### config.mk
export PLATFORM = sky130hd
export DESIGN_NAME = multicycle_ctrl_fsm_flat
export DESIGN_NICKNAME = d
export VERILOG_FILES = /design/src/rtl/multicycle_ctrl_fsm_pkg.sv /design/src/rtl/multicycle_ctrl_fsm_if.sv /design/src/rtl/multicycle_ctrl_fsm_mem_wait_timer.sv /design/src/rtl/multicycle_ctrl_fsm.sv /design/src/flat_wrapper.sv
export SDC_FILE = /design/constraint.sdc
export NUM_CORES = 1
export LEC_CHECK = 0
export CAP_MARGIN = 25
export CORE_MARGIN = 2
export CORE_UTILIZATION = 35
export CTS_BUF_LIST = sky130_fd_sc_hd__clkbuf_4 sky130_fd_sc_hd__clkbuf_8
export CTS_CLUSTER_DIAMETER = 200
export DETAILED_ROUTE_END_ITERATION = 10
export GPL_TIMING_DRIVEN = 0
export SKIP_LAST_GASP = 1
export SYNTH_ARGS = -nofsm -noshare
export SYNTH_HDL_FRONTEND = slang
export SYNTH_HIERARCHICAL = 1
export SYNTH_SLANG_ARGS = --single-unit
### constraint.sdc
create_clock -name clk -period 1.8 [get_ports clk]
set_input_delay 0.45 -clock clk [delete_from_list [all_inputs] [get_ports clk]]
set_output_delay 0.45 -clock clk [all_outputs]
set_load 0.02 [all_outputs]
### src/rtl/multicycle_ctrl_fsm_pkg.sv
// multicycle_ctrl_fsm_pkg: state and datapath-select encodings for the lw/sw/beq multicycle controller
package multicycle_ctrl_fsm_pkg;
    typedef enum logic [2:0] {
        FETCH    = 3'd0,
        DECODE   = 3'd1,
        MEMADR   = 3'd2,
        MEMREAD  = 3'd3,
        MEMWB    = 3'd4,
        MEMWRITE = 3'd5,
        BEQ      = 3'd6,
        FAULT    = 3'd7
    } state_t;
    localparam logic [6:0] OP_LW  = 7'b0000011;
    localparam logic [6:0] OP_SW  = 7'b0100011;
    localparam logic [6:0] OP_BEQ = 7'b1100011;
    localparam logic [1:0] SRC_A_PC    = 2'b00;
    localparam logic [1:0] SRC_A_OLDPC = 2'b01;
    localparam logic [1:0] SRC_A_RS1   = 2'b10;
    localparam logic [1:0] SRC_B_RS2   = 2'b00;
    localparam logic [1:0] SRC_B_IMM   = 2'b01;
    localparam logic [1:0] SRC_B_FOUR  = 2'b10;
    localparam logic [1:0] ALU_ADD     = 2'b00;
    localparam logic [1:0] ALU_SUB     = 2'b01;
    localparam logic [1:0] RES_ALUOUT  = 2'b00;
    localparam logic [1:0] RES_RDATA   = 2'b01;
    localparam logic [1:0] RES_ALU     = 2'b10;
    function automatic logic is_req(state_t s);
        return s == FETCH || s == MEMREAD || s == MEMWRITE;
    endfunction
endpackage

### src/rtl/multicycle_ctrl_fsm_if.sv
// multicycle_ctrl_fsm_if: controller-to-datapath/memory control bundle
interface multicycle_ctrl_fsm_if;
    import multicycle_ctrl_fsm_pkg::*;
    logic [6:0] opcode;
    logic       zero;
    logic       mem_ready;
    logic       mem_req;
    logic       mem_write;
    logic       adr_src;
    logic       ir_write;
    logic       pc_write;
    logic       reg_write;
    logic [1:0] alu_src_a;
    logic [1:0] alu_src_b;
    logic [1:0] alu_op;
    logic [1:0] result_src;
    logic       retire;
    logic       illegal;
    logic       bus_err;
    state_t     state;
    modport master (
        input  opcode, zero, mem_ready,
        output mem_req, mem_write, adr_src, ir_write, pc_write, reg_write,
               alu_src_a, alu_src_b, alu_op, result_src, retire, illegal, bus_err, state
    );
    modport slave (
        output opcode, zero, mem_ready,
        input  mem_req, mem_write, adr_src, ir_write, pc_write, reg_write,
               alu_src_a, alu_src_b, alu_op, result_src, retire, illegal, bus_err, state
    );
endinterface

### src/rtl/multicycle_ctrl_fsm_mem_wait_timer.sv
// multicycle_ctrl_fsm_mem_wait_timer: counts memory wait cycles and flags the timeout limit
module multicycle_ctrl_fsm_mem_wait_timer #(
    parameter int LIMIT = 16,
    parameter int CNT_W = 5
) (
    input  logic clk,
    input  logic rst_n,
    input  logic clear,
    input  logic count_en,
    output logic limit_hit
);
    logic [CNT_W-1:0] cnt;
    always_ff @(posedge clk) begin
        if (!rst_n || clear) cnt <= '0;
        else if (count_en) cnt <= cnt + CNT_W'(1);
    end
    assign limit_hit = cnt == CNT_W'(LIMIT - 1);
endmodule

### src/rtl/multicycle_ctrl_fsm.sv
// multicycle_ctrl_fsm: fetch/decode/address/memory/writeback sequencer for lw, sw and beq
module multicycle_ctrl_fsm
    import multicycle_ctrl_fsm_pkg::*;
#(
    parameter int MEM_TIMEOUT = 16,
    parameter int CNT_W       = 5
) (
    input logic                  clk,
    input logic                  rst_n,
    multicycle_ctrl_fsm_if.master bus
);
    state_t     state, next;
    logic [6:0] op_q;
    logic       illegal_q, bus_err_q, req, limit_hit, timeout;
    assign req     = is_req(state);
    assign timeout = req && limit_hit && !bus.mem_ready;
    // Counter sits at zero outside request states, so every request state is entered with a fresh count
    multicycle_ctrl_fsm_mem_wait_timer #(.LIMIT(MEM_TIMEOUT), .CNT_W(CNT_W)) u_wait (
        .clk      (clk),
        .rst_n    (rst_n),
        .clear    (!req || bus.mem_ready),
        .count_en (req && !bus.mem_ready),
        .limit_hit(limit_hit)
    );
    always_comb begin
        next = state;
        case (state)
            FETCH:    next = bus.mem_ready ? DECODE : FETCH;
            DECODE:   next = (bus.opcode == OP_LW || bus.opcode == OP_SW) ? MEMADR :
                             bus.opcode == OP_BEQ ? BEQ : FETCH;
            MEMADR:   next = op_q == OP_SW ? MEMWRITE : op_q == OP_LW ? MEMREAD : FETCH;
            MEMREAD:  next = bus.mem_ready ? MEMWB : MEMREAD;
            MEMWRITE: next = bus.mem_ready ? FETCH : MEMWRITE;
            MEMWB:    next = FETCH;
            BEQ:      next = FETCH;
            default:  next = state;
        endcase
        if (timeout) next = FAULT;
    end
    always_ff @(posedge clk) begin
        if (!rst_n) begin
            state     <= FETCH;
            op_q      <= '0;
            illegal_q <= 1'b0;
            bus_err_q <= 1'b0;
        end else begin
            state <= next;
            if (state == DECODE) op_q <= bus.opcode;
            if (state == DECODE && next == FETCH) illegal_q <= 1'b1;
            if (timeout) bus_err_q <= 1'b1;
        end
    end
    always_comb begin
        bus.mem_req    = 1'b0;
        bus.mem_write  = 1'b0;
        bus.adr_src    = 1'b0;
        bus.ir_write   = 1'b0;
        bus.pc_write   = 1'b0;
        bus.reg_write  = 1'b0;
        bus.alu_src_a  = SRC_A_PC;
        bus.alu_src_b  = SRC_B_RS2;
        bus.alu_op     = ALU_ADD;
        bus.result_src = RES_ALUOUT;
        bus.retire     = 1'b0;
        bus.illegal    = rst_n && illegal_q && state != FAULT;
        bus.bus_err    = rst_n && bus_err_q;
        bus.state      = rst_n ? state : FETCH;
        if (rst_n) begin
            case (state)
                FETCH: begin
                    bus.mem_req    = 1'b1;
                    bus.alu_src_b  = SRC_B_FOUR;
                    bus.result_src = RES_ALU;
                    bus.ir_write   = bus.mem_ready;
                    bus.pc_write   = bus.mem_ready;
                end
                DECODE: begin
                    bus.alu_src_a = SRC_A_OLDPC;
                    bus.alu_src_b = SRC_B_IMM;
                end
                MEMADR: begin
                    bus.alu_src_a = SRC_A_RS1;
                    bus.alu_src_b = SRC_B_IMM;
                end
                MEMREAD: begin
                    bus.mem_req = 1'b1;
                    bus.adr_src = 1'b1;
                end
                MEMWB: begin
                    bus.reg_write  = 1'b1;
                    bus.result_src = RES_RDATA;
                    bus.retire     = 1'b1;
                end
                MEMWRITE: begin
                    bus.mem_req   = 1'b1;
                    bus.mem_write = 1'b1;
                    bus.adr_src   = 1'b1;
                    bus.retire    = bus.mem_ready;
                end
                BEQ: begin
                    bus.alu_src_a  = SRC_A_RS1;
                    bus.alu_src_b  = SRC_B_RS2;
                    bus.alu_op     = ALU_SUB;
                    bus.result_src = RES_ALUOUT;
                    bus.pc_write   = bus.zero;
                    bus.retire     = 1'b1;
                end
                default: ;
            endcase
        end
    end
endmodule
### src/flat_wrapper.sv
// flat-port wrapper written by rule: the top's interface ports become plain ports
module multicycle_ctrl_fsm_flat import multicycle_ctrl_fsm_pkg::*;
#(
    parameter int MEM_TIMEOUT = 16,
    parameter int CNT_W       = 5
)
  (clk, rst_n, bus_opcode, bus_zero, bus_mem_ready, bus_mem_req, bus_mem_write, bus_adr_src, bus_ir_write, bus_pc_write, bus_reg_write, bus_alu_src_a, bus_alu_src_b, bus_alu_op, bus_result_src, bus_retire, bus_illegal, bus_bus_err, bus_state);
  multicycle_ctrl_fsm_if bus_i ();
  input logic clk;
  input logic rst_n;
  input wire logic [$bits(bus_i.opcode)-1:0] bus_opcode;
  input wire logic [$bits(bus_i.zero)-1:0] bus_zero;
  input wire logic [$bits(bus_i.mem_ready)-1:0] bus_mem_ready;
  output wire logic [$bits(bus_i.mem_req)-1:0] bus_mem_req;
  output wire logic [$bits(bus_i.mem_write)-1:0] bus_mem_write;
  output wire logic [$bits(bus_i.adr_src)-1:0] bus_adr_src;
  output wire logic [$bits(bus_i.ir_write)-1:0] bus_ir_write;
  output wire logic [$bits(bus_i.pc_write)-1:0] bus_pc_write;
  output wire logic [$bits(bus_i.reg_write)-1:0] bus_reg_write;
  output wire logic [$bits(bus_i.alu_src_a)-1:0] bus_alu_src_a;
  output wire logic [$bits(bus_i.alu_src_b)-1:0] bus_alu_src_b;
  output wire logic [$bits(bus_i.alu_op)-1:0] bus_alu_op;
  output wire logic [$bits(bus_i.result_src)-1:0] bus_result_src;
  output wire logic [$bits(bus_i.retire)-1:0] bus_retire;
  output wire logic [$bits(bus_i.illegal)-1:0] bus_illegal;
  output wire logic [$bits(bus_i.bus_err)-1:0] bus_bus_err;
  output wire logic [$bits(bus_i.state)-1:0] bus_state;
  assign bus_i.opcode = bus_opcode;
  assign bus_i.zero = bus_zero;
  assign bus_i.mem_ready = bus_mem_ready;
  assign bus_mem_req = bus_i.mem_req;
  assign bus_mem_write = bus_i.mem_write;
  assign bus_adr_src = bus_i.adr_src;
  assign bus_ir_write = bus_i.ir_write;
  assign bus_pc_write = bus_i.pc_write;
  assign bus_reg_write = bus_i.reg_write;
  assign bus_alu_src_a = bus_i.alu_src_a;
  assign bus_alu_src_b = bus_i.alu_src_b;
  assign bus_alu_op = bus_i.alu_op;
  assign bus_result_src = bus_i.result_src;
  assign bus_retire = bus_i.retire;
  assign bus_illegal = bus_i.illegal;
  assign bus_bus_err = bus_i.bus_err;
  assign bus_state = bus_i.state;
  multicycle_ctrl_fsm #(.MEM_TIMEOUT(MEM_TIMEOUT), .CNT_W(CNT_W)) u_core (.clk(clk), .rst_n(rst_n), .bus(bus_i));
endmodule
Yosys cells after proc, flatten, opt, wreduce, memory -nomap -nowiden
Cells that the tools add are included.

Flip-flop bits (word level): 17. Output and inout port bits: 20. Word-level logic and storage cells: 73.

Add/sub/neg operators: 1. Equal/unequal tests: 13. Muxes and demuxes: 32. Reductions and logical operators: 22.

Operator list (number): two-way mux 3 bit (7); case mux 3 bit (6 select lines) (1); == test 7 x 2 -> 1 bit (second input constant) (2); == test 7 x 6 -> 1 bit (second input constant) (2); two-way mux 1 bit (14); case mux 2 bit (2 select lines) (3); two-way mux 2 bit (5); == test 3 bit (second input constant) (3); OR reduction 2 bit (4); == test 7 bit (second input constant) (1); logical AND 1 bit (7); == test 3 x 2 -> 1 bit (second input constant) (2); logical NOT 3 bit (2); adder 5 x 1 -> 5 bit (second input constant) (1); == test 5 x 4 -> 1 bit (second input constant) (1); logical OR 1 bit (5); case mux 1 bit (2 select lines) (2); == test 3 x 1 -> 1 bit (second input constant) (1); logical NOT 1 bit (3); != test 3 bit (second input constant) (1); OR reduction 3 bit (1).

Depth between registers and ports, before layout
Gate-level depths: netlist (run 1).

Depth in word-level cells: 8. Depth in mapped cells: 8. Mapped depth without buffers: 7.

Cells and area by module
Netlist (run 1), hierarchy kept.

By module, submodules not included: multicycle_ctrl_fsm (times used 1, cells each 99, area an instance 788.3 um2, sequential area each 240.2 um2); multicycle_ctrl_fsm_mem_wait_timer (times used 1, cells each 24, area an instance 239.0 um2, sequential area each 100.1 um2).

Least setup slack after synthesis (run 1)
OpenSTA, ideal clock, no wires.

Kind: input-to-output. From: in rst_n. To: out bus_mem_req. Arrival: 1.437 ns. Slack: -0.087 ns. Stages: 4. Path buffers: 1. Cells stage by stage: clkbuf_1 and2_1 and2_1 or2_2.

Longest elaborated chain between the ends: 1.

RTL lines: from (decl) (RTL line flat_wrapper.sv:10) `input logic rst_n;`; two-way mux 1 bit (RTL line multicycle_ctrl_fsm.sv:68) `if (rst_n) begin`; to (decl) (RTL line flat_wrapper.sv:14) `output wire logic [$bits(bus_i.mem_req)-1:0] bus_mem_req;`.

Every way passes these cells.

Final worst setup path (run 1)
From: reg u_core.state[2]. To: out bus_mem_req.

Longest elaborated chain between the ends: 4.

RTL lines: from (decl) (RTL line multicycle_ctrl_fsm.sv:12) `state_t state, next;`; from (signal assigned) (RTL line multicycle_ctrl_fsm.sv:47) `state <= next;`; == test 3 bit, or another cell as far along (RTL line multicycle_ctrl_fsm.sv:69) `case (state)`; OR reduction 3 bit (no line) *; two-way mux 1 bit * (RTL line multicycle_ctrl_fsm.sv:69); two-way mux 1 bit * (RTL line multicycle_ctrl_fsm.sv:68).

Every way passes the cells marked *; elsewhere a longest branch is shown, timed or not.

==> results of run 1 <==
[power by group through the flow]
stage,Clock [mW],Combinational [mW],Sequential (mW)
after CTS,0.235,0.179,0.394
final,0.221,0.193,0.393
after detailed placement,0,0.153,0.404
after global routing,0.246,0.210,0.395
after floorplan,0,0.0919,0.402
after global placement,0,0.151,0.404
[routing by layer]
metal	track usage (%)	vias up	routed length [um]	part of all wire, %
li1	-	518	-	-
met1	24.66	451	1296	48
met2	25.97	40	1141	42
met3	2.232	8	193	7.2
met4	8.970	0	63	2.3
met5	0	-	0	0
[worst max-delay path: stages, from the launching register on]
cell	delay, ns
dfxtp_4	0.38
buf_6	0.13
xor2_1	0.16
and2_4	0.14
or2_4	0.22
buf_6	0.13
[timing repair]
action | in CTS | in global routing
setup endpoints to repair | 21 | 18
setup buffers | 15 | 4
gates resized for setup | 114 | 29
pin swaps | 3 | 9
[cells in the mapped netlist, types with 3 or more instances]
library cell	number	area share, %
a21oi_1	3	1.5
a31oi_1	3	1.8
and2_1	4	2.4
and3_1	3	1.8
buf_2	7	3.4
dfxtp_1	17	33
inv_1	6	2.2
mux2i_1	9	8.8
nand2_1	7	2.6
nand2b_1	3	1.8
nand3b_1	3	2.2
nor2_1	16	5.8
nor2b_1	3	1.8
nor3_1	4	1.9
[state kept, by name, indices dropped and copies added (netlist names)]
name               flops
u_core/bus_err_q       1
u_core/illegal_q       1
u_core/op_q            7
u_core/state           3
u_core/u_wait/cnt      5
[path summary, 6_finish.rpt]
path | depth (start not counted) | from | to
setup / recovery | 5 | u_core/state[2] | bus_mem_req
setup reg to reg | 7 | u_core/u_wait/cnt[0] | u_core/state[0]
hold / removal | 2 | rst_n | u_core/state[1]
hold reg to reg | 2 | u_core/illegal_q | u_core/illegal_q
[cell families (layout without fill, tap and decap cells)]
group / after synthesis / in the layout
AO/OA/AOI/OAI: 16 / 16
XOR/XNOR: 3 / 3
adder cells (fa/ha/maj): 2 / 2
buffers and inverters: 18 / 66
flip-flops: 17 / 17
multiplexers: 10 / 10
other: 1 / 1
AND/OR/NAND/NOR: 56 / 56
[stage by stage]
stage | setup slack, ns | hold WS (ns)
global route | -0.1422 | 0.4647
detailed placement | -1.164 | 0.4518
finish | -0.1016 | 0.4582
global placement | -1.190 | 0.4404
floorplan | -0.01235 | 0.4186
CTS | -0.1025 | 0.4459
[final cells by class]
cell class | instances | area, sq um
inverter | 6 | 22.52
fill | 250 | 1136
multi-input combinational | 88 | 724.4
timing repair buffer | 48 | 390.4
sequential | 17 | 359.1
tap | 31 | 38.79
buffer | 8 | 80.08
clock buffer | 4 | 30.03
==> qor.yml, run 1 <==
outcome: "complete, but fails checks"
violations: "negative setup slack"
grt_pass1_vias: 975
p_sw_share_pct: 26.82
post-route-drc-count: 0
synth-xor-area-share_pct: 2.558
fin_crit_sh_pct: 105.6
syn_area_per_cell_sq_um: 8.352
drive_gt1_share_pct: 45.61
start_util_pct: 36.93
async_flop_share_pct: 0
max_freq_ghz: 0.5259
wire_per_inst_um: 13.34
slew_violations: 0
critPathKind: "flip-flop to output pin"
drv_cap: 0
clock_skew_ns: 0.006374
powerDensity_mw_per_mm2: 490.8
fin_tns_setup_ns: -0.1735
post-dp-hpwl_um: 1792
synthAdderAreaFrac_pct: 2.436
finalSetupViolCount: 4
seq_power_share_pct: 48.7
antenna_found_initial: 0
crit_path_start_kind: "flip-flop"
insertion_delay_ns: 0.29
fp.dieW_um: 58.18
tightest_slew_ns: 0.5164
final_common_cell: "buf_4"
nNetsFinal: 185
io-pin-count: 31
rows: 19
port_buffers: 29
maxSlewHeadroom_pct: 65.09
dr.pass1.iters: 4
drt_iter0_markers: 22
clkPwrFrac_pct: 27.4
crit_path_end_kind: "output pin"
ys.flop_type: "dfxtp_1"
setup_slack_ns: -0.1016
die_h_um: 58.18
cts_tree: "done"
clock-sinks: 17
grt_start_max_net_pins: 14
grt_pass1_wl_um: 4540
post-route-min-period_ns: 1.902
clock_path_buffers: 2
drt-total-wl_um: 2694
worstPathMaxFanout: 6
synth_warnings: 6
hold_violations: 0
critical_path_arrival_ns: 1.45
die_area_sq_mm: 0.003384
cts_inserted_buffers: 3
clock_tree.root_cell: "clkbuf_4"
synth_sequential_area_ratio_pct: 33.13
synth_top_family_by_area: "simple AND/OR/NAND/NOR gates"
hold_path_class: "input port to flip-flop"
place_area_sq_mm: 0.001363
cp.required_ns: 1.35
insertedDiodeCount: 0
dpl.cell_count: 183
coreArea_sq_mm: 0.002781
power.share.combinational_pct: 23.9
r2r_setup_slack_ns: -0.01
final_cells: 202
cts_max_level: 1
vias: 1017
yosys-mux-area-fraction_pct: 9.866
rsz0062_at_grt: "yes"
area_growth_pct: 60.17
stdcell_area_sq_mm: 0.001645
final_cell_mix: "buf_4 (24), nor2_1 (15), dfxtp_1 (12)"
clk_pin_slew_ns: 0.10
synth-seq-cells: 17
ant_nets: 0
internal-power_mw: 0.5910
p_sw_mw: 0.2166
yosys.area_share.simple_pct: 31.91
synth_cell_types: 42
synth_edf_count: 0
syn-num-nets: 136
utilization_pct: 59.15
finalWeightedCongestion: 0.7523
power_mw: 0.8076
p_leak_nw: 0.7256
vias_per_cell: 5.035
syn_area_sq_mm: 0.001027
hold_buffers: 0
grt_overflow: 0
syn_inst: 123
irDropWorstVdd_mv: 0.3383
grt_util_all_layers_pct: 17.48
synth_compound_area_share_pct: 10.84
Note: power is estimated with default switching activity, not from simulation.
==> run 2, diff against run 1 <==
GPL_TIMING_DRIVEN = not set   (was 0)
==> run 2 against run 1 <==
- the flow still finishes with violations (negative setup slack)
- via count up 0.39%
- combinational power decreased by 12%
- utilization fell by 2.3 points
- critical path depth decreased by 1
- wire length is 4.8% lower
- critical path type unchanged
- largest cell class unchanged
==> qor.yml, run 2 (synthesis gave the netlist of run 1 again) <==
post-route-drc-count: 0  # unchanged
max_freq_ghz: 0.5526  # +5.1%
vias: 1021  # +0.39%
port_buffers: 29  # unchanged
crit_path_end_kind: "output pin"
slowest_delay_ns: 0.39  # about the same
largest_register_ffs: 7  # unchanged
start_util_pct: 36.93  # unchanged
clk_pin_slew_ns: 0.10  # about the same
hp-start: "u_core/illegal_q"
clock_tree.root_cell: "clkbuf_4"
coreArea_sq_mm: 0.002781  # unchanged
critical_path_arrival_ns: 1.36  # -0.09 ns
cp_top_family: "simple AND/OR/NAND/NOR gates"
cts_tree: "done"
setup_slack_ns: -0.009676  # +0.09196 ns
irDropWorstVdd_mv: 0.4065  # +20%
die_h_um: 58.18  # unchanged
clock_path_buffers: 2  # unchanged
holdPathStages: 2  # unchanged
grt_util_all_layers_pct: 14.64  # -2.8 points
post-route-min-period_ns: 1.810  # -0.09196 ns
n_fill_cell: 252  # +0.80%
crit_path_top_delay_cell: "dfxtp_4"
finalWeightedCongestion: 0.8048  # +7.0%
finalSetupViolCount: 2  # -2
largest_register: "u_core/op_q"
drive_gt1_share_pct: 42.26  # -3.4 points
insertedDiodeCount: 0  # unchanged
outcome: "complete, but fails checks"
cp.required_ns: 1.35  # about the same
violations: "negative setup slack"
crit_path_start_kind: "flip-flop"
die_area_sq_mm: 0.003384  # unchanged
power_mw: 0.7824  # -3.1%
crit_chain: "nor3_4, and2_1, buf_4, buf_2"
insertion_delay_ns: 0.28  # about the same
area_growth_pct: 53.84
timing.rr.end: "u_core/state[0]"
powerDensity_mw_per_mm2: 495.1  # +0.86%
vias_per_cell: 5.131  # +1.9%
timing.rr.start: "u_core/u_wait/cnt[0]"
critPathKind: "flip-flop to output pin"
dr.pass1.iters: 5  # +1
grt_pass1_wl_um: 3946  # -13%
io-pin-count: 31  # unchanged
ant_nets: 0  # unchanged
final_cells: 199  # -1.5%
grt_overflow: 0  # unchanged
nNetsFinal: 182  # -1.6%
drt_iter0_markers: 13  # -41%
final_common_cell: "buf_4"
drt-total-wl_um: 2565  # -4.8%
reg2reg_depth: 7  # unchanged
final_cell_mix: "buf_4 (23), nor2_1 (15), dfxtp_1 (12)"
rsz0062_at_grt: "yes"
hold_violations: 0  # unchanged
p_leak_nw: 0.6989  # -3.7%
cts_inserted_buffers: 3  # unchanged
r2r_setup_slack_ns: 0.07  # +0.08 ns
post-dp-hpwl_um: 1936  # +8.1%
fin_crit_sh_pct: 100.5  # -5.1 points
clock-sinks: 17  # unchanged
fp.dieW_um: 58.18  # unchanged
dpl.cell_count: 192  # +4.9%
top_regs: "u_core/op_q (7), u_core/u_wait/cnt (5), u_core/state (3)"
worstPathMaxFanout: 6  # unchanged
drv_cap: 0  # unchanged
rows: 19  # unchanged
path_buf_inv: 2  # unchanged
grt_start_max_net_pins: 11  # -3
hold_path_class: "flip-flop to flip-flop"
hold_buffers: 0  # unchanged
min_delay_worst_endpoint: "u_core/illegal_q"
clock_skew_ns: 0.004181  # -0.002194 ns
antenna_found_initial: 0  # unchanged
whs_ns: 0.4621  # +0.003901 ns
slew_violations: 0  # unchanged
wire_per_inst_um: 12.89  # -3.4%
grt_pass1_vias: 911  # -6.6%
cts_max_level: 1  # unchanged
==> run 2: cell types whose count changed in the layout (fill, tap and decap cells not counted), moves of 2 or more <==
cell	before	now
buf_6	7	5
buf_8	2	0
clkdlybuf4s15_2	0	2
dfxtp_2	0	2
dfxtp_4	5	3
==> run 2: worst max path at each step <==
| stage | start | end | depth (start not counted) |
|---|---|---|---|
| 2_1_floorplan | rst_n | bus_mem_req | 4 |
| 3_3_place_gp | rst_n | bus_mem_req | 5 |
| 3_5_place_dp | rst_n | bus_mem_req | 5 |
| 4_1_cts | bus_mem_ready | bus_pc_write | 4 |
| 5_1_grt | u_core/state[2] | bus_result_src[1] | 4 |
| 6_report | u_core/state[2] | bus_result_src[1] | 4 |
==> run 2: what timing repair did <==
action	4_1_cts	5_1_grt
setup endpoints to repair	19	18
buffers inserted	0	3
resized for setup	70	40
endpoints found under the hold margin	0	0
pin swaps	0	6
==> run 2: layout make-up <==
cell class,count,area [sq um],area share [%]
Timing Repair Buffer,53,430.4,27.24
Multi-Input combinational cell,88,704.4,44.58
Inverter,6,22.52,1.425
Tap cell,31,38.79,2.454
Sequential cell,17,354.1,22.41
Clock buffer,4,30.03,1.900
==> run 2: per-stage QoR <==
| stage | setup TNS (ns) | utilization [%] | setup WS [ns] | cell area, sq um |
|---|---|---|---|---|
| finish | -0.01855 | 56.82 | -0.009676 | 1580 |
| global route | -0.3563 | 56.82 | -0.08078 | 1580 |
| floorplan | -0.01235 | - | -0.01235 | 1033 |
| global placement | -11.57 | 52.18 | -0.7831 | 1451 |
| CTS | -0.5090 | 53.13 | -0.1451 | 1478 |
| detailed placement | -11.99 | 52.18 | -0.8065 | 1451 |
==> run 2: routing by layer <==
layer,share of wire (%),vias up,global-route usage [%]
met5,0,-,0
met4,1.8,0,6.645
met3,5.9,4,1.786
met2,47,29,22.89
met1,46,472,20.11
li1,-,516,-
==> run 2: report_power, final <==
group	switching, mW	leakage (nW)	internal, mW
Combinational	0.0796	0.539	0.0898
Clock	0.116	0.0184	0.101
Sequential	0.0106	0.141	0.386
Total	0.206	0.699	0.576
==> run 2: worst reg2reg max path: cells and delay by family (launching register included) <==
| family | cells | cell delay [ns] |
|---|---|---|
| and+or+nand+nor | 3 | 0.74 |
| AOI/OAI and AO/OA | 2 | 0.27 |
| DFF | 1 | 0.36 |
| adders and majority gates | 2 | 0.32 |
==> run 3, diff against run 2 <==
CTS_CLUSTER_DIAMETER = not set   (was 200)
==> results of run 3 <==
Same layout as run 2: the final DEF is identical, and so are final timing and power.
==> RTL change (config.mk and constraints of run 2) <==
Reset style: asynchronous (`rst_n`), changed in one clocked block.
--- a/src/rtl/multicycle_ctrl_fsm.sv
+++ b/src/rtl/multicycle_ctrl_fsm.sv
@@ -39,3 +39,3 @@
     end
-    always_ff @(posedge clk) begin
+    always_ff @(posedge clk or negedge rst_n) begin
         if (!rst_n) begin
Function: no difference found for any inputs over 10 cycles, from zero or initial values and one cycle with rst_n low; that may be too few to reach the edited logic, so the function may still have changed.
==> RTL change against run 2 <==
The run ends with DRC, setup timing left; first-iteration DRC count rose by 130%; non-clock buffer count rose by 3; maximum frequency rose by 0.37%; routed wire length fell by 1.2%; sequential power rose by 8.6%; power rose by 10%; worst setup slack improved by 0.0066 ns; clock skew fell by 0.0035 ns; sequential cell count did not move; final cell count fell by 3.0%; synthesized area rose by 2.6%; via count fell by 3.9%; cell area fell by 0.24%; highest routed layer unchanged.
==> RTL change: results (changes against run 2) <==
Outcome
  • Status: finished, violations left
  • Failing checks: DRC, setup timing

Critical path
  • Setup crit start: u_core/state[0]
  • Reg-to-reg slack, setup: 0.02 ns (-0.05 ns)
  • Crit path to: bus_mem_write
  • Slowest-stage cell, CP: dfrtp_2
  • Worst r2r dst: u_core/u_wait/cnt[2]
  • R2r worst-path depth: 9 (+2)
  • Crit path max-delay family: flip-flops
  • Maximum net fanout on the critical path: 5 (-1)

Finish
  • Multi-In Gates: 81 (-8.0%)
  • Final Non-Filler Cells: 193 (-3.0%)
  • Share of layout cells above drive strength 1: 45.06% (+2.8 points)
  • Signal buffers: 56 (+5.7%)
  • Fill count: 280 (+11%)
  • Sequential cell area: 405.4 um^2 (+14%)
  • Fraction of area in multi-input gates: 40.63% (-3.9 points)
  • Clock buf/inv share: 1.905% (+0.0045 points)
  • NonClk Buf Share: 28.33% (+1.1 points)
  • Nonclk inv count: 4 (-2)
  • Util after Layout: 56.20% (-0.62 points)
  • Antenna Cells: 0 (unchanged)

Clock tree
  • Setup Fix Bufs, Post-CTS: 3 (+3)
  • Post-cts gate resize count: 82 (+17%)

Detailed routing
  • Residual DRC: 7 (+7)
  • Avg WL per Cell: 13.13 um (+1.9%)
  • Vias per cell: 5.083 (-0.93%)
  • DR iter-0 viols: 30 (+17)
  • Detailed Routing Iterations Pass 1: 7 (+2)

Global route
  • Vias in the first global route: 898 (-1.4%)
  • Total GRT Usage: 14.79% (+0.15 points)
  • Largest net degree at the start of global routing: 17 (+6)
  • First-pass GRT wire length: 4029 um (+2.1%)

Pwr
  • Part of the power in combinational logic: 25.5% (+3.9 points)
  • Cell leakage power: 0.7544 nW (+7.9%)
  • Clock Power Share: 24.8% (-2.9 points)
  • Post-layout power: 0.8637 mW (+10%)
  • Max IR drop VDD: 406.9 uV (about the same)
  • Internal power: 0.6308 mW (+9.4%)

Placed design
  • Routability congestion estimate: 0.7008 (-13%)
  • Dpl cells: 181 (-5.7%)
  • Place WS: -0.7166 ns (+0.08983 ns)
  • DP Area: 1473 um^2 (+1.5%)

Synth
  • Syn nets: 125 (-8.1%)
  • Synth top area cells: dfrtp_1 29%, dfxtp_1 9.5%, mux2_2 7.5%
  • Primary FF master, synth: dfrtp_1
  • Unique masters post-synth: 42 (unchanged)
  • Seq/Total Area, Yosys: 38.00% (+4.9 points)
  • Ys async rst share: 70.59% (+71 points)

STA
  • Setup_tns: -0.003053 ns (+0.01550 ns)
  • Hold WS: 0.2360 ns (-0.2261 ns)
  • Final Skew: 0.0006419 ns (-0.003539 ns)
  • Final WS setup: -0.003053 ns (+0.006623 ns)
  • Final Setup Violations: 1 (-1)

Hold path
  • Min-Delay Path Class: in -> async
-- RTL change: cell count changes in the layout (fill, tap and decap cells not counted), sizes merged, moves of 2 or more --
cell    before  now
and2         4    6
mux2         1    7
dfxtp       17    5
inv          6    4
dfrtp        0   12
mux2i        9    3
o21bai       0    2
buf         36   41
a221o        0    2
nor2        16    5
and3         3    5
-- RTL change: metal layers --
metal  share of wire, %  global-route usage [%]  vias up
li1                   -                       -      497
met1                 46                   19.92      451
met2                 46                   23.65       31
met3                8.1                   3.077        2
met4               0.51                   4.870        0
met5                  0                       0        -
-- RTL change: logic make-up (layout without fill, tap and decap cells) --
logic type	count (synthesis)	after routing	synth area share, %
XOR/XNOR	3	3	2.495
flip-flops	17	17	38.01
buffers and inverters	14	64	6.887
adder cells (fa/ha/maj)	2	2	2.375
other	1	1	0.3560
AO/OA/AOI/OAI	20	20	14.01
multiplexers	10	10	10.33
AND/OR/NAND/NOR	45	45	25.54
